`src/rtl/if_fetch_buf_if.sv`:
```
// if_fetch_buf_if: PC-stage, instruction-bus and IF/ID-stage signals of the
// instruction-fetch buffer, bundled for one module port.
// The master modport is the fetch buffer; slave is the surrounding pipeline/bus.
interface if_fetch_buf_if #(
    parameter int ADDR_W = 32,
    parameter int DATA_W = 32
) ();
    // PC stage
    logic [ADDR_W-1:0] pc_i;
    logic              pc_valid_i;
    logic              pc_ready_o;
    logic              flush_i;
    // Instruction bus
    logic              ibus_req_o;
    logic [ADDR_W-1:0] ibus_addr_o;
    logic              ibus_gnt_i;
    logic              ibus_rvalid_i;
    logic [DATA_W-1:0] ibus_rdata_i;
    // IF/ID stage
    logic              inst_valid_o;
    logic [DATA_W-1:0] inst_o;
    logic [ADDR_W-1:0] inst_addr_o;
    logic              inst_misalign_o;
    logic              inst_ready_i;

    modport master (
        input  pc_i, pc_valid_i, flush_i,
        input  ibus_gnt_i, ibus_rvalid_i, ibus_rdata_i,
        input  inst_ready_i,
        output pc_ready_o,
        output ibus_req_o, ibus_addr_o,
        output inst_valid_o, inst_o, inst_addr_o, inst_misalign_o
    );

    modport slave (
        output pc_i, pc_valid_i, flush_i,
        output ibus_gnt_i, ibus_rvalid_i, ibus_rdata_i,
        output inst_ready_i,
        input  pc_ready_o,
        input  ibus_req_o, ibus_addr_o,
        input  inst_valid_o, inst_o, inst_addr_o, inst_misalign_o
    );
endinterface

```
`src/rtl/if_fetch_buf.sv`:
```
// if_fetch_buf: instruction-fetch stage between the PC register and IF/ID.
// Issues fetch addresses on the instruction bus under a credit limit of DEPTH
// (in-flight + buffered), keeps returned words in an in-order FIFO and hands
// {instruction, address} to IF/ID. A flush empties the FIFO and marks every
// in-flight response for discard.
// Optional feature macro: IF_MISALIGN_TRAP_EN -- misaligned PCs are not sent
// on the bus but turned into a NOP entry carrying a misalign flag. Without it
// the low two address bits are forced to zero and no flag is stored.
module if_fetch_buf #(
    parameter int                DEPTH  = 2,
    parameter int                ADDR_W = 32,
    parameter int                DATA_W = 32,
    parameter logic [DATA_W-1:0] NOP    = DATA_W'(32'h00000013)
) (
    input logic            clk,
    input logic            rst_n,
    if_fetch_buf_if.master fb
);
    localparam int              CW       = $clog2(DEPTH + 1);
    localparam int              PW       = $clog2(DEPTH);
    localparam logic [CW:0]     DEPTH_X  = (CW + 1)'(DEPTH);
    localparam logic [CW-1:0]   DEPTH_C  = CW'(DEPTH);
    localparam logic [PW-1:0]   LAST_PTR = PW'(DEPTH - 1);

    // Control state
    logic [CW-1:0]     count;       // words held in the output buffer
    logic [CW-1:0]     out_cnt;     // granted requests still awaiting rvalid
    logic [CW-1:0]     drop_cnt;    // leading responses to discard after a flush
    logic [PW-1:0]     buf_rd;
    logic [PW-1:0]     buf_wr;
    logic [PW-1:0]     af_rd;
    logic [PW-1:0]     af_wr;

    // Data storage (not reset; qualified by the counters)
    logic [DATA_W-1:0] buf_data [DEPTH];
    logic [ADDR_W-1:0] buf_addr [DEPTH];
    logic [ADDR_W-1:0] af_addr  [DEPTH];

    // Per-cycle decisions
    logic              credit_ok;
    logic              issue_req;
    logic              issue;
    logic              pc_accept;
    logic              rsp_take;
    logic              rsp_keep;
    logic              buf_push;
    logic              buf_pop;
    logic [ADDR_W-1:0] fetch_addr;
    logic [DATA_W-1:0] push_data;
    logic [ADDR_W-1:0] push_addr;

`ifdef IF_MISALIGN_TRAP_EN
    logic              buf_mis [DEPTH];
    logic              pc_misaligned;
    logic              mis_accept;
    logic              push_mis;
`endif

    // Circular pointer advance; DEPTH need not be a power of two.
    function automatic logic [PW-1:0] ptr_inc(input logic [PW-1:0] p);
        return (p == LAST_PTR) ? '0 : p + PW'(1);
    endfunction

    // Issue side: credit check, bus request and the PC-stage handshake.
    always_comb begin
        credit_ok = ({1'b0, out_cnt} + {1'b0, count}) < DEPTH_X;
`ifdef IF_MISALIGN_TRAP_EN
        pc_misaligned = (fb.pc_i[1:0] != 2'b00);
        fetch_addr    = fb.pc_i;
        issue_req     = rst_n & fb.pc_valid_i & ~fb.flush_i & credit_ok & ~pc_misaligned;
        // A misaligned PC only becomes an entry once nothing is in flight, so it
        // cannot overtake older fetches and never collides with a bus response.
        mis_accept    = rst_n & fb.pc_valid_i & ~fb.flush_i & pc_misaligned
                        & (out_cnt == '0) & (count < DEPTH_C);
        issue         = issue_req & fb.ibus_gnt_i;
        pc_accept     = issue | mis_accept;
`else
        fetch_addr    = fb.pc_i & ~ADDR_W'(3);
        issue_req     = rst_n & fb.pc_valid_i & ~fb.flush_i & credit_ok;
        issue         = issue_req & fb.ibus_gnt_i;
        pc_accept     = issue;
`endif
    end

    // Response side and output-buffer push/pop selection.
    always_comb begin
        // rvalid with nothing outstanding is a stray beat and is ignored.
        rsp_take  = fb.ibus_rvalid_i & (out_cnt != '0);
        // A response arriving in the flush cycle is discarded with the buffer.
        rsp_keep  = rsp_take & (drop_cnt == '0) & ~fb.flush_i;
        buf_pop   = (count != '0) & fb.inst_ready_i & ~fb.flush_i;
        buf_push  = rsp_keep;
        push_data = fb.ibus_rdata_i;
        push_addr = af_addr[af_rd];
`ifdef IF_MISALIGN_TRAP_EN
        push_mis  = 1'b0;
        if (mis_accept) begin
            buf_push  = 1'b1;
            push_data = NOP;
            push_addr = fb.pc_i;
            push_mis  = 1'b1;
        end
`endif
    end

    // Counters and pointers; cleared asynchronously, flush restarts the buffer.
    always_ff @(posedge clk or negedge rst_n) begin
        if (!rst_n) begin
            count    <= '0;
            out_cnt  <= '0;
            drop_cnt <= '0;
            buf_rd   <= '0;
            buf_wr   <= '0;
            af_rd    <= '0;
            af_wr    <= '0;
        end else begin
            out_cnt <= out_cnt + CW'(issue) - CW'(rsp_take);
            if (issue) begin
                af_wr <= ptr_inc(af_wr);
            end
            if (rsp_take) begin
                af_rd <= ptr_inc(af_rd);
            end

            // Everything still outstanding after this cycle belongs to the old path.
            if (fb.flush_i) begin
                drop_cnt <= out_cnt - CW'(rsp_take);
            end else if (rsp_take && (drop_cnt != '0)) begin
                drop_cnt <= drop_cnt - CW'(1);
            end

            if (fb.flush_i) begin
                count  <= '0;
                buf_rd <= '0;
                buf_wr <= '0;
            end else begin
                count <= count + CW'(buf_push) - CW'(buf_pop);
                if (buf_push) begin
                    buf_wr <= ptr_inc(buf_wr);
                end
                if (buf_pop) begin
                    buf_rd <= ptr_inc(buf_rd);
                end
            end
        end
    end

    // Address FIFO and output-buffer storage writes.
    always_ff @(posedge clk) begin
        if (issue) begin
            af_addr[af_wr] <= fetch_addr;
        end
        if (buf_push) begin
            buf_data[buf_wr] <= push_data;
            buf_addr[buf_wr] <= push_addr;
`ifdef IF_MISALIGN_TRAP_EN
            buf_mis[buf_wr]  <= push_mis;
`endif
        end
    end

    // Outputs: the buffer head is presented straight from registers, so returned
    // data reaches inst_o one cycle after rvalid with no combinational path.
    assign fb.pc_ready_o   = pc_accept;
    assign fb.ibus_req_o   = issue_req;
    assign fb.ibus_addr_o  = fetch_addr;
    assign fb.inst_valid_o = (count != '0);
    assign fb.inst_o       = (count != '0) ? buf_data[buf_rd] : NOP;
    assign fb.inst_addr_o  = (count != '0) ? buf_addr[buf_rd] : '0;
`ifdef IF_MISALIGN_TRAP_EN
    assign fb.inst_misalign_o = (count != '0) & buf_mis[buf_rd];
`else
    assign fb.inst_misalign_o = 1'b0;
`endif
endmodule

```
`src/flat_wrapper.sv`:
```
// flat-port wrapper written by rule: the top's interface ports become plain ports
module if_fetch_buf_flat 
#(
    parameter int                DEPTH  = 2,
    parameter int                ADDR_W = 32,
    parameter int                DATA_W = 32,
    parameter logic [DATA_W-1:0] NOP    = DATA_W'(32'h00000013)
)
  (clk, rst_n, fb_pc_i, fb_pc_valid_i, fb_flush_i, fb_ibus_gnt_i, fb_ibus_rvalid_i, fb_ibus_rdata_i, fb_inst_ready_i, fb_pc_ready_o, fb_ibus_req_o, fb_ibus_addr_o, fb_inst_valid_o, fb_inst_o, fb_inst_addr_o, fb_inst_misalign_o);
  if_fetch_buf_if #(.ADDR_W(ADDR_W), .DATA_W(DATA_W)) fb_i ();
  input logic clk;
  input logic rst_n;
  input wire logic [$bits(fb_i.pc_i)-1:0] fb_pc_i;
  input wire logic [$bits(fb_i.pc_valid_i)-1:0] fb_pc_valid_i;
  input wire logic [$bits(fb_i.flush_i)-1:0] fb_flush_i;
  input wire logic [$bits(fb_i.ibus_gnt_i)-1:0] fb_ibus_gnt_i;
  input wire logic [$bits(fb_i.ibus_rvalid_i)-1:0] fb_ibus_rvalid_i;
  input wire logic [$bits(fb_i.ibus_rdata_i)-1:0] fb_ibus_rdata_i;
  input wire logic [$bits(fb_i.inst_ready_i)-1:0] fb_inst_ready_i;
  output wire logic [$bits(fb_i.pc_ready_o)-1:0] fb_pc_ready_o;
  output wire logic [$bits(fb_i.ibus_req_o)-1:0] fb_ibus_req_o;
  output wire logic [$bits(fb_i.ibus_addr_o)-1:0] fb_ibus_addr_o;
  output wire logic [$bits(fb_i.inst_valid_o)-1:0] fb_inst_valid_o;
  output wire logic [$bits(fb_i.inst_o)-1:0] fb_inst_o;
  output wire logic [$bits(fb_i.inst_addr_o)-1:0] fb_inst_addr_o;
  output wire logic [$bits(fb_i.inst_misalign_o)-1:0] fb_inst_misalign_o;
  assign fb_i.pc_i = fb_pc_i;
  assign fb_i.pc_valid_i = fb_pc_valid_i;
  assign fb_i.flush_i = fb_flush_i;
  assign fb_i.ibus_gnt_i = fb_ibus_gnt_i;
  assign fb_i.ibus_rvalid_i = fb_ibus_rvalid_i;
  assign fb_i.ibus_rdata_i = fb_ibus_rdata_i;
  assign fb_i.inst_ready_i = fb_inst_ready_i;
  assign fb_pc_ready_o = fb_i.pc_ready_o;
  assign fb_ibus_req_o = fb_i.ibus_req_o;
  assign fb_ibus_addr_o = fb_i.ibus_addr_o;
  assign fb_inst_valid_o = fb_i.inst_valid_o;
  assign fb_inst_o = fb_i.inst_o;
  assign fb_inst_addr_o = fb_i.inst_addr_o;
  assign fb_inst_misalign_o = fb_i.inst_misalign_o;
  if_fetch_buf #(.DEPTH(DEPTH), .ADDR_W(ADDR_W), .DATA_W(DATA_W), .NOP(NOP)) u_core (.clk(clk), .rst_n(rst_n), .fb(fb_i));
endmodule
```
`config.mk`:
```
export PLATFORM = sky130hd
export DESIGN_NAME = if_fetch_buf_flat
export DESIGN_NICKNAME = d
export VERILOG_FILES = /design/src/rtl/if_fetch_buf_if.sv /design/src/rtl/if_fetch_buf.sv /design/src/flat_wrapper.sv
export SDC_FILE = /design/constraint.sdc
export NUM_CORES = 1
export LEC_CHECK = 0
export CORE_ASPECT_RATIO = 1.75
export CORE_UTILIZATION = 45
export DETAILED_ROUTE_END_ITERATION = 6
export GPL_TIMING_DRIVEN = 0
export PLACE_DENSITY = 0.72
export SYNTH_ARGS = -nofsm -noshare
export SYNTH_HDL_FRONTEND = slang
export SYNTH_SLANG_ARGS = --single-unit
```
`constraint.sdc`:
```
create_clock -name clk -period 6.7 [get_ports clk]
set_input_delay 1.34 -clock clk [delete_from_list [all_inputs] [get_ports clk]]
set_output_delay 1.34 -clock clk [all_outputs]
set_load 0.05 [all_outputs]
```
==> flow_metrics.env, run 1 <==
export IMPL_outcome="completed"
export IMPL_rr_worst_depth=6
export IMPL_ys_types=29
export IMPL_setup_ws_ns=1.79
export IMPL_cts_max_path_buffers=2
export IMPL_r2r_end="u_core.af_addr[0][10]"
export IMPL_antenna_found_initial=0
export IMPL_critical_path_arrival_ns=3.57
export IMPL_hpwlAfterDp_um=10100
export IMPL_synth_common_cells="edfxtp_1 (184), nor2_1 (67), mux2i_1 (62)"
export IMPL_ys_ff_latch=194
export IMPL_fp_coreArea_um2=16900
export IMPL_path_clk_slew_ns=0.07
export IMPL_crit_top_cell="clkdlybuf4s50_1"
export IMPL_area_growth_synth_to_final_pct=33.6
export IMPL_vias=4183
export IMPL_ir_drop_uv=184
export IMPL_critical_path_required_ns=5.36
export IMPL_finalHoldViolCount=0
export IMPL_start_kind="primary input"
export IMPL_cp_end_kind="primary output"
export IMPL_stdcell_count=883
export IMPL_drv_cap=0
export IMPL_slew_headroom_pct=34.2
export IMPL_drive_gt1_share_pct=18.4
export IMPL_num_rows=63
export IMPL_finalNetCount=721
export IMPL_io_buffers=163
export IMPL_crit_chain="clkdlybuf4s50_1 > nand4bb_4 > nor3b_4 > clkdlybuf4s50_1"
export IMPL_synth_edf_count=184
export IMPL_yosys_most_used_dff="edfxtp_1"
export IMPL_place_gp_congestion=0.742
export IMPL_die_area_um2=17700
export IMPL_grt_use_met2_pct=33.8
export IMPL_postCtsSetupRepairBufs=0
export IMPL_fmax_mhz=204
export IMPL_use_met3_pct=3.18
export IMPL_ios=171
export IMPL_tightest_slew_ns=0.982
export IMPL_cts_hold_fix_buffers=0
export IMPL_r2r_slack_ns=3.87
export IMPL_cts_resized=0
export IMPL_p_leak_nw=3.50
export IMPL_cts_htree_levels=4
export IMPL_min_path_type="reg2reg"
export IMPL_vias_per_cell=4.74
export IMPL_fin_total_pwr_w=0.00353
export IMPL_synth_area_leaders="edfxtp_1 (72%), mux2i_1 (8.0%), mux2_2 (4.4%)"
export IMPL_cp_slowest_cell="clkdlybuf4s50_1"
export IMPL_wl_um=14400
export IMPL_yosysMostFrequentCell="edfxtp_1"
export IMPL_startpoint="rst_n"
export IMPL_cts_made_buffers=17
export IMPL_ys_seq_area_share_pct=74.8
export IMPL_powerDensity_nw_per_um2=342
export IMPL_antenna_left=0
export IMPL_rsz0062_at_grt="no"
export IMPL_fin_crit_ns=4.91
export IMPL_grt_usage_pct=17.3
export IMPL_grt_start_max_net_pins=63
export IMPL_grt_met1_usage_pct=16.8
export IMPL_chipWidth_um=101
export IMPL_endpoint="fb_pc_ready_o"
export IMPL_slew_violations=0
export IMPL_dp_cells=851
export IMPL_n_antenna_cell=0
export IMPL_postSynthCellCount=452
export IMPL_rr_startpoint="u_core.out_cnt[0]"
export IMPL_cp_max_fo=11
export IMPL_synth_area_per_cell_um2=17.1
export IMPL_criticalPathCategory="in2out"
export IMPL_yosysTopAreaCell="edfxtp_1"
export IMPL_setup_violations_final=0
export IMPL_drt_pass1_iter_count=4
export IMPL_cts_tree="done"
export IMPL_wire_per_inst_um=16.3
export IMPL_die_h_um=175
export IMPL_grt_pass1_vias=4611
export IMPL_post_place_ws_ns=1.73
export IMPL_slowest_delay_ns=0.86
export IMPL_period_share_pct=73.3
export IMPL_fill_cells=1297
export IMPL_grt_pass1_wl_um=22600
export IMPL_clk_latency_ns=0.42
export IMPL_post_route_drc_count=0
export IMPL_grt_ovfl_total=0
export IMPL_synth_warnings=0
export IMPL_async_flop_share_pct=5.15
export IMPL_finClkSkew_ns=0.00910
export IMPL_start_util_pct=45.8
export IMPL_cts_sinks=194
export IMPL_synth_area_um2=7720
export IMPL_drt_first_iter_violations=190
export IMPL_synth_top_area_share_pct=71.6
export IMPL_root_buffer="clkbuf_16"
export IMPL_busiest_layer="met2"
==> layer usage <==
| layer | wire length (um) | vias to the layer above |
|---|---|---|
| li1 | - | 1997 |
| met2 | 8310 | 117 |
| met3 | 542 | 22 |
| met1 | 5180 | 2047 |
| met5 | 0 | - |
| met4 | 335 | 0 |
==> worst min path at each step <==
| stage | startpoint | to | slack (ns) | cells past startpoint |
|---|---|---|---|---|
| after floorplan | u_core.af_wr | u_core.af_wr | 0.46 | 1 |
| after global placement | u_core.af_wr | u_core.af_wr | 0.47 | 1 |
| after detailed placement | u_core.af_wr | u_core.af_wr | 0.53 | 1 |
| after CTS | u_core.af_wr | u_core.af_wr | 0.54 | 1 |
| after global routing | u_core.af_addr[0][5] | u_core.buf_addr[1][7] | 0.58 | 1 |
| final | u_core.af_wr | u_core.af_wr | 0.54 | 1 |
==> metrics by stage <==
step,area [um^2],hold slack [ns],TNS (ns),utilization (%)
2_1_floorplan,7730,0.455,0,-
3_3_place_gp,9650,0.472,-153.73,57.2
3_5_place_dp,9720,0.529,0,57.6
4_1_cts,10300,0.540,0,61.2
5_1_grt,10300,0.580,0,61.2
6_report,10300,0.540,0,61.2
==> final cells by class <==
type / count / area [um^2] / area share (%)
tap: 227 / 284 / 2.75
clock inverter: 15 / 169 / 1.64
buffer: 52 / 357 / 3.46
sequential: 194 / 5780 / 56.0
inverter: 9 / 33.8 / 0.327
timing repair buffer: 168 / 1690 / 16.4
clock buffer: 17 / 425 / 4.12
multi-input combinational: 201 / 1590 / 15.4
==> where the power goes <==
| part | leakage (nW) | internal, W | switching (W) |
|---|---|---|---|
| clock network | 0.286 | 0.000561 | 0.000450 |
| logic | 1.43 | 0.000398 | 0.000637 |
| registers | 1.79 | 0.00144 | 0.0000379 |
==> registers in the layout, summed over array words and instances (netlist names) <==
register and flops:
u_core.buf_data 64, u_core.drop_cnt 2, u_core.af_rd 1, u_core.af_wr 1
u_core.buf_addr 60, u_core.out_cnt 2, u_core.buf_wr 1, u_core.buf_rd 1
u_core.af_addr 60, u_core.count 2
==> placed cells by master (no fill, tap or decap), drive strengths merged <==
| cell type | n |
|---|---|
| and2 | 2 |
| buf | 52 |
| bufinv | 2 |
| clkbuf | 22 |
| clkdlybuf4s50 | 163 |
| clkinv | 4 |
| clkinvlp | 2 |
| conb | 5 |
| dfrtp | 10 |
| edfxtp | 184 |
| fa | 1 |
| ha | 6 |
| inv | 16 |
| mux2 | 30 |
| mux2i | 62 |
| nand2 | 5 |
| nand4bb | 1 |
| nor2 | 67 |
| nor2b | 2 |
| nor3 | 2 |
| nor3b | 2 |
| o211ai | 1 |
| o21a | 1 |
| o21ai | 2 |
| o311ai | 1 |
| o31a | 1 |
| or4 | 1 |
| xnor2 | 4 |
| xor2 | 5 |
==> kinds of logic after synthesis <==
family	after synthesis	share of synthesized area, %
buf+inv	61	5.06
fa+ha+maj	7	1.23
other cells	1	0.0486
compound gates	6	0.600
flops	194	74.8
xor+xnor	9	1.02
simple gates	82	4.81
mux	92	12.4
==> worst max-delay path, delay by kind of cell <==
kind	cells	cell delay (ns)
AND/OR/NAND/NOR	2	0.51
buffers and inverters	2	1.72
Power figures use the tool's default switching activity.
==> run 2, diff against run 1 <==
- PLACE_DENSITY: 0.72 -> 0.75
- clock period: 6.7 -> 4.04 ns (I/O delays scaled with it)
==> run 2 against run 1 <==
Compared with the run above:
- sequential cell count unchanged
- worst setup slack got worse by 1.6 ns
- sequential power grew 66%
- highest routed layer unchanged
==> flow_metrics.env, run 2 (synthesis gave the netlist of run 1 again) <==
export IMPL_outcome="completed"
export IMPL_num_rows=63
export IMPL_powerDensity_nw_per_um2=563
export IMPL_place_gp_congestion=0.740
export IMPL_cp_max_fo=11
export IMPL_vias=4158
export IMPL_p_leak_nw=3.52
export IMPL_cts_max_path_buffers=2
export IMPL_cts_tree="done"
export IMPL_ios=171
export IMPL_clk_latency_ns=0.42
export IMPL_drive_gt1_share_pct=18.5
export IMPL_most_common_layout_cells="edfxtp_1 (184), clkdlybuf4s50_1 (163), nor2_1 (67)"
export IMPL_drt_first_iter_violations=118
export IMPL_critical_path_required_ns=3.23
export IMPL_cp_end_kind="primary output"
export IMPL_largest_reg_flops=64
export IMPL_fin_crit_ns=3.84
export IMPL_cts_resized=0
export IMPL_area_growth_synth_to_final_pct=34.4
export IMPL_setup_violations_final=0
export IMPL_slew_violations=0
export IMPL_cts_sinks=194
export IMPL_finalHoldViolCount=0
export IMPL_start_util_pct=45.8
export IMPL_fill_cells=1283
export IMPL_antenna_found_initial=0
export IMPL_antenna_left=0
export IMPL_min_path_type="reg2reg"
export IMPL_finClkSkew_ns=0.00719
export IMPL_cts_made_buffers=17
export IMPL_period_share_pct=95.0
export IMPL_slowest_delay_ns=0.87
export IMPL_layout_commonest_cell="edfxtp_1"
export IMPL_path_clk_slew_ns=0.07
export IMPL_slew_headroom_pct=38.9
export IMPL_crit_chain="clkdlybuf4s50_1 > nand4bb_4 > nor3b_4 > clkdlybuf4s50_1"
export IMPL_top_regs="u_core.buf_data: 64 flops, u_core.af_addr: 60 flops, u_core.buf_addr: 60 flops"
export IMPL_wl_um=13800
export IMPL_cts_htree_levels=4
export IMPL_start_kind="primary input"
export IMPL_fin_total_pwr_w=0.00585
export IMPL_grt_pass1_vias=4356
export IMPL_grt_usage_pct=16.4
export IMPL_wire_per_inst_um=15.7
export IMPL_critical_path_arrival_ns=3.03
export IMPL_fp_coreArea_um2=16900
export IMPL_grt_start_max_net_pins=63
export IMPL_postCtsSetupRepairBufs=0
export IMPL_root_buffer="clkbuf_16"
export IMPL_criticalPathCategory="in2out"
export IMPL_die_area_um2=17700
export IMPL_grt_pass1_wl_um=21500
export IMPL_ir_drop_uv=304
export IMPL_tightest_slew_ns=0.914
export IMPL_rsz0062_at_grt="no"
export IMPL_chipWidth_um=101
export IMPL_hpwlAfterDp_um=9780
export IMPL_fmax_mhz=261
export IMPL_die_h_um=175
export IMPL_crit_top_cell="clkdlybuf4s50_1"
export IMPL_vias_per_cell=4.71
export IMPL_io_buffers=163
export IMPL_post_route_drc_count=0
export IMPL_max_flop_register="u_core.buf_data"
export IMPL_finalNetCount=720
export IMPL_cp_slowest_cell="clkdlybuf4s50_1"
export IMPL_n_antenna_cell=0
export IMPL_grt_ovfl_total=0
export IMPL_dp_cells=850
export IMPL_drv_cap=0
export IMPL_stdcell_count=882
export IMPL_cts_hold_fix_buffers=0
export IMPL_drt_pass1_iter_count=4
[run 2: cell types whose count changed in the layout (fill, tap and decap cells not counted), sizes merged]
cell | before | now
buf | 52 | 51
clkinv | 4 | 6
bufinv | 2 | 1
clkinvlp | 2 | 0
inv | 16 | 17
[run 2: path summary, 6_finish.rpt]
kind,from,end,slack [ns],cells after the start
worst max register to register,u_core.out_cnt[0],u_core.af_addr[1][2],1.13,7
worst min-delay path,u_core.af_wr,u_core.af_wr,0.54,1
worst max-delay path,rst_n,fb_pc_ready_o,0.20,4
worst min register to register,u_core.af_wr,u_core.af_wr,0.54,1
min in group asynchronous,rst_n,u_core.drop_cnt[0],0.76,1
max in group asynchronous,rst_n,u_core.count[0],2.90,1
[run 2: critical path: cells and delay by family]
kind / cells / cell delay, ns
buffers and inverters: 2 / 1.71
and+or+nand+nor: 2 / 0.50
[run 2: final cells by class]
class	count	area (um^2)	share of cell area, %
timing repair buffer	167	1740	16.8
clock buffer	17	425	4.10
multi-input combinational	201	1590	15.3
buffer	52	357	3.44
clock inverter	15	169	1.63
inverter	9	33.8	0.326
sequential	194	5780	55.7
tap	227	284	2.74
[run 2: power breakdown]
part	switching [W]	internal, W
Clock	0.000771	0.000883
Sequential	0.0000631	0.00239
Combinational	0.00106	0.000673
[run 2: through the flow]
stage	util (%)	TNS [ns]	worst slack (ns)	cell area, um^2	hold WS, ns
after floorplan	-	0	0.152	7740	0.455
after global placement	57.2	-157.26	-1.75	9660	0.472
after detailed placement	58.0	0	0.153	9780	0.526
after CTS	61.5	0	0.137	10400	0.540
after global routing	61.5	0	0.0267	10400	0.574
final	61.5	0	0.203	10400	0.535
[run 2: routing by layer]
layer	GRT usage, %	vias to the layer above	routed length (um)
met3	3.26	19	604
met4	6.58	0	267
li1	-	2003	-
met2	32.2	113	7990
met1	16.3	2023	4970
met5	0	-	0
==> run 3, diff against run 2 <==
- HOLD_SLACK_MARGIN: not set -> 0.15
- SLEW_MARGIN: not set -> 20
==> run 3 against run 2 <==
Compared with the run above:
- via count is 1.3% higher
- worst hold slack better by 0.026 ns
- design area is 0.51% higher
- sequential share of layout area is 0.28 points lower
- cell count is 0.23% higher
- fmax is 0.59% lower
- critical path type unchanged
==> flow_metrics.env, run 3 (synthesis gave the netlist of run 1 again) <==
export IMPL_fin_crit_ns=3.86
export IMPL_post_route_drc_count=0
export IMPL_num_rows=63
export IMPL_hpwlAfterDp_um=9950
export IMPL_whs_endpoint="u_core.af_wr"
export IMPL_powerDensity_nw_per_um2=565
export IMPL_n_antenna_cell=0
export IMPL_fill_cells=1270
export IMPL_rsz0062_at_grt="no"
export IMPL_finClkSkew_ns=0.00684
export IMPL_antenna_left=0
export IMPL_wl_um=14200
export IMPL_clk_latency_ns=0.42
export IMPL_crit_top_cell="clkdlybuf4s50_1"
export IMPL_fin_total_pwr_w=0.00589
export IMPL_root_buffer="clkbuf_16"
export IMPL_wire_per_inst_um=16.1
export IMPL_die_area_um2=17700
export IMPL_most_common_layout_cells="edfxtp_1 (184), clkdlybuf4s50_1 (163), nor2_1 (67)"
export IMPL_cts_sinks=194
export IMPL_cts_tree="done"
export IMPL_r2r_slack_ns=1.33
export IMPL_path_clk_slew_ns=0.07
export IMPL_cts_resized=0
export IMPL_cp_end_kind="primary output"
export IMPL_drt_pass1_iter_count=4
export IMPL_setup_ws_ns=0.181
export IMPL_drt_first_iter_violations=120
export IMPL_fmax_mhz=259
export IMPL_grt_ovfl_total=0
export IMPL_cp_max_fo=11
export IMPL_slowest_delay_ns=0.88
export IMPL_period_share_pct=95.5
export IMPL_hold_slack_ns=0.561
export IMPL_start_kind="primary input"
export IMPL_criticalPathCategory="in2out"
export IMPL_grt_start_max_net_pins=49
export IMPL_setup_violations_final=0
export IMPL_rr_worst_depth=7
export IMPL_critical_path_required_ns=3.23
export IMPL_start_util_pct=45.8
export IMPL_largest_reg_flops=64
export IMPL_die_h_um=175
export IMPL_slew_headroom_pct=53.9
export IMPL_max_flop_register="u_core.buf_data"
export IMPL_post_place_ws_ns=0.118
export IMPL_area_growth_synth_to_final_pct=35.1
export IMPL_p_leak_nw=3.54
export IMPL_finalNetCount=723
export IMPL_drive_gt1_share_pct=18.9
export IMPL_tightest_slew_ns=0.690
export IMPL_io_buffers=163
export IMPL_crit_chain="clkdlybuf4s50_1 > nand4bb_4 > nor3b_4 > clkdlybuf4s50_1"
export IMPL_layout_commonest_cell="edfxtp_1"
export IMPL_min_path_type="reg2reg"
export IMPL_chipWidth_um=101
export IMPL_vias=4212
export IMPL_r2r_end="u_core.af_addr[0][2]"
export IMPL_cp_slowest_cell="clkdlybuf4s50_1"
export IMPL_min_delay_path_depth=1
export IMPL_worstHoldStart="u_core.af_wr"
export IMPL_critical_path_arrival_ns=3.05
export IMPL_top_regs="u_core.buf_data: 64 flops, u_core.af_addr: 60 flops, u_core.buf_addr: 60 flops"
export IMPL_grt_usage_pct=16.6
export IMPL_postCtsSetupRepairBufs=0
export IMPL_rr_startpoint="u_core.out_cnt[0]"
export IMPL_vias_per_cell=4.76
export IMPL_cts_hold_fix_buffers=0
export IMPL_drv_cap=0
export IMPL_fp_coreArea_um2=16900
export IMPL_cts_made_buffers=17
export IMPL_cts_htree_levels=4
export IMPL_cts_max_path_buffers=2
export IMPL_grt_pass1_wl_um=21700
export IMPL_grt_pass1_vias=4332
export IMPL_finalHoldViolCount=0
export IMPL_place_gp_congestion=0.740
export IMPL_outcome="completed"
export IMPL_ir_drop_uv=352
export IMPL_antenna_found_initial=0
export IMPL_ios=171
export IMPL_slew_violations=0
run 3: changes by cell type in the layout (fill, tap and decap cells not counted), sizes merged:
| cell | previous run | this run |
|---|---|---|
| buf | 51 | 54 |
| bufinv | 1 | 2 |
| inv | 17 | 16 |
| clkinvlp | 0 | 1 |
| clkinv | 6 | 4 |
run 3: power breakdown:
group / total [W] / switching (W) / internal, W
combinational: 0.00174 / 0.00107 / 0.000676
clock: 0.00169 / 0.000755 / 0.000934
sequential: 0.00246 / 0.0000639 / 0.00239
total: 0.00589 / 0.00188 / 0.00400
run 3: worst max-delay path by stage:
stage | startpoint | end | slack [ns] | cells past startpoint
floorplan | fb_flush_i | u_core.buf_addr[0][10] | 0.15 | 2
global placement | fb_flush_i | u_core.buf_data[0][25] | -1.75 | 3
detailed placement | rst_n | fb_pc_ready_o | 0.12 | 4
CTS | rst_n | fb_pc_ready_o | 0.11 | 4
global route | rst_n | fb_pc_ready_o | 0.04 | 4
finish | rst_n | fb_pc_ready_o | 0.18 | 4
run 3: worst max-delay path: cells and delay by family:
kind,cells,cell delay [ns]
simple gates,2,0.51
buf+inv,2,1.73
run 3: final cells by class:
| type | count | area, um^2 | share of cell area [%] |
|---|---|---|---|
| well taps | 227 | 284 | 2.72 |
| inverters | 9 | 33.8 | 0.324 |
| repair buffers | 170 | 1790 | 17.2 |
| multi-input cells | 201 | 1590 | 15.3 |
| flip-flops and latches | 194 | 5780 | 55.4 |
| clock inverters | 14 | 170 | 1.63 |
| clock buffers | 17 | 425 | 4.08 |
| plain buffers | 52 | 357 | 3.42 |
run 3: per-layer routing:
| metal | share of wire, % | up-vias | GRT usage, % |
|---|---|---|---|
| li1 | - | 2013 | - |
| met1 | 36 | 2059 | 16.9 |
| met2 | 58 | 121 | 32.1 |
| met3 | 4.3 | 19 | 3.58 |
| met4 | 2.0 | 0 | 6.46 |
| met5 | 0 | - | 0 |
run 3: stage by stage:
| stage | utilization (%) | setup TNS [ns] | area [um^2] | std cells |
|---|---|---|---|---|
| final | 61.8 | 0 | 10400 | 884 |
| after global routing | 61.8 | 0 | 10400 | 884 |
| after global placement | 57.2 | -157.26 | 9660 | 846 |
| after detailed placement | 58.3 | 0 | 9830 | 853 |
| after floorplan | - | 0 | 7740 | 456 |
| after CTS | 61.8 | 0 | 10400 | 884 |
==> RTL change (config.mk and constraints of run 3) <==
Add a define of `IF_MISALIGN_TRAP_EN`.
--- a/src/rtl/if_fetch_buf.sv
+++ b/src/rtl/if_fetch_buf.sv
@@ -6,6 +6,8 @@
 // Optional feature macro: IF_MISALIGN_TRAP_EN -- misaligned PCs are not sent
 // on the bus but turned into a NOP entry carrying a misalign flag. Without it
 // the low two address bits are forced to zero and no flag is stored.
+`define IF_MISALIGN_TRAP_EN
+
 module if_fetch_buf #(
     parameter int                DEPTH  = 2,
     parameter int                ADDR_W = 32,
Behaviour: not the same (Yosys sat finds a counterexample within 4 cycles, from zero or initial values and one cycle with rst_n low).
==> RTL change against run 3 <==
Sequential power increased by 7%. Clock power decreased by 8%. Sequential cell count increased by 10. Critical endpoint unchanged. Register-to-register slack got worse by 0.26 ns. Setup slack improved by 0.14 ns. Critical path type is now reg -> out. First-iteration DRC count increased by 73%. Count of clock-buffer cells in the layout increased by 10. Non-clock buffer count increased by 15. Fmax increased by 3.7%. Clock skew increased by 0.0028 ns. Power increased by 14%. Cell area increased by 8.2%. Routed wire length increased by 19%. Area after synthesis increased by 11%.
==> RTL change: results (changes against run 3) <==
stage,metric,value,unit,change
run_status,status,finished clean,,
timing,fin_skew,0.00965,ns,+0.00281 ns
drt,via_count,5050,,+20%
placement,dpl-instance-area,0.0107,mm2,+9.3%
grt,grt_pass1_vias,5346,,+23%
cts,numCtsBuffers,19,,+2
synth,synthArstFlopShare,4.90,%,-0.25 points
cells_and_area,nFillCells,1476,,+16%
cells_and_area,num-nets-final,856,,+18%
grt,grt_usage,17.6,%,+0.97 points
synth,yosys-top-cells-count,"edfxtp_1, mux2i_1, nor2_1, nand2_1, buf_4",,
power,vdd_drop_max,0.343,mV,-2.5%
synth,ys_types,32,,+10%
worst_setup_path,max_stage_delay,0.82,ns,-0.06 ns
grt,grt_max_degree,26,,-47%
placement,dp_hpwl,12400,um,+25%
synth,synth_edf_count,194,,+5.4%
grt,grt_pass1_wl,26600,um,+23%
worst_setup_path,reg2reg_depth,9,,+2
drt,dr.pass1.iters,6,,+2
cells_and_area,seqCellArea,0.00608,mm2,+5.2%
placement,dp_cells,996,,+17%
cells_and_area,largest_registers,"u_core.af_addr x64, u_core.buf_addr x64, u_core.buf_data x64",,
worst_setup_path,crit_fanout,3,,-8
drt,vias_per_cell,4.91,,+3.1%
## RTL change: cell types whose count changed in the layout (fill, tap and decap cells not counted), moves of 10 or more
| cell | run 3 | this run |
|---|---|---|
| mux2i_1 | 62 | 99 |
| nand2_1 | 5 | 40 |
| mux2_2 | 30 | 0 |
| and2_1 | 0 | 29 |
| o21ai_0 | 0 | 26 |
| clkbuf_1 | 5 | 24 |
| edfxtp_1 | 184 | 194 |
## RTL change: final timing paths
kind | startpoint | endpoint | slack, ns
worst max-delay path | u_core.out_cnt[0]$_DFF_PN0_ | fb_pc_ready_o | 0.32
worst min-delay path | u_core.af_wr$_DFFE_PN0P_ | u_core.af_wr$_DFFE_PN0P_ | 0.57
worst max register to register | u_core.out_cnt[1]$_DFF_PN0_ | u_core.buf_data[1][11]$_DFFE_PP_ | 1.07
worst min register to register | u_core.af_wr$_DFFE_PN0P_ | u_core.af_wr$_DFFE_PN0P_ | 0.57
max in group asynchronous | rst_n | u_core.count[0]$_DFF_PN0_ | 3.01
min in group asynchronous | rst_n | u_core.drop_cnt[1]$_DFFE_PN0P_ | 0.68
## RTL change: final cells by class
cell class | count | share of cell area, %
multi-input combinational | 305 | 18.4
sequential | 204 | 53.8
tap | 238 | 2.64
clock buffer | 27 | 4.48
inverter | 12 | 0.443
timing repair buffer | 175 | 16.3
buffer | 62 | 3.58
clock inverter | 5 | 0.255
## RTL change: power by group through the flow
stage          clock, uW  sequential (uW)  combinational (uW)
2_1_floorplan          0             2670                1720
3_3_place_gp           0             2680                2450
3_5_place_dp           0             2680                2530
4_1_cts             1600             2630                2540
5_1_grt             1690             2650                2680
6_report            1560             2630                2510
## RTL change: cells by family (layout without fill, tap and decap cells)
logic type / count (synthesis) / count (layout) / share of synthesized area, %
buffers and inverters: 74 / 281 / 5.30
and+or+nand+nor: 155 / 155 / 8.06
DFF: 204 / 204 / 70.9
xor gates and xnor gates: 9 / 9 / 0.919
adders and majority gates: 6 / 6 / 0.963
muxes: 99 / 99 / 11.6
AOI/OAI and AO/OA: 36 / 36 / 2.33
## RTL change: metrics by stage
stage	setup TNS, ns	worst slack [ns]	total power (uW)
after floorplan	0	0.183	4380
after global placement	-264.90	-1.51	5120
after detailed placement	0	0.0721	5210
after CTS	0	0.0915	6780
after global routing	0	0.154	7020
final	0	0.319	6710
## RTL change: routing by layer
layer  GRT usage (%)  vias up  share of wire [%]
met5               0        -                  0
met4            5.89        0                2.4
met3            2.26       23                4.3
met2            35.9      135                 58
met1            17.8     2454                 35
li1                -     2438                  -
## RTL change: what timing repair did
item / 4_1_cts / 5_1_grt
buffers inserted: 0 / 0
hold buffers: 0 / 0
resized for setup: 0 / 2
endpoints found under the hold margin: 0 / 0
endpoints found under the setup margin: 0 / 7
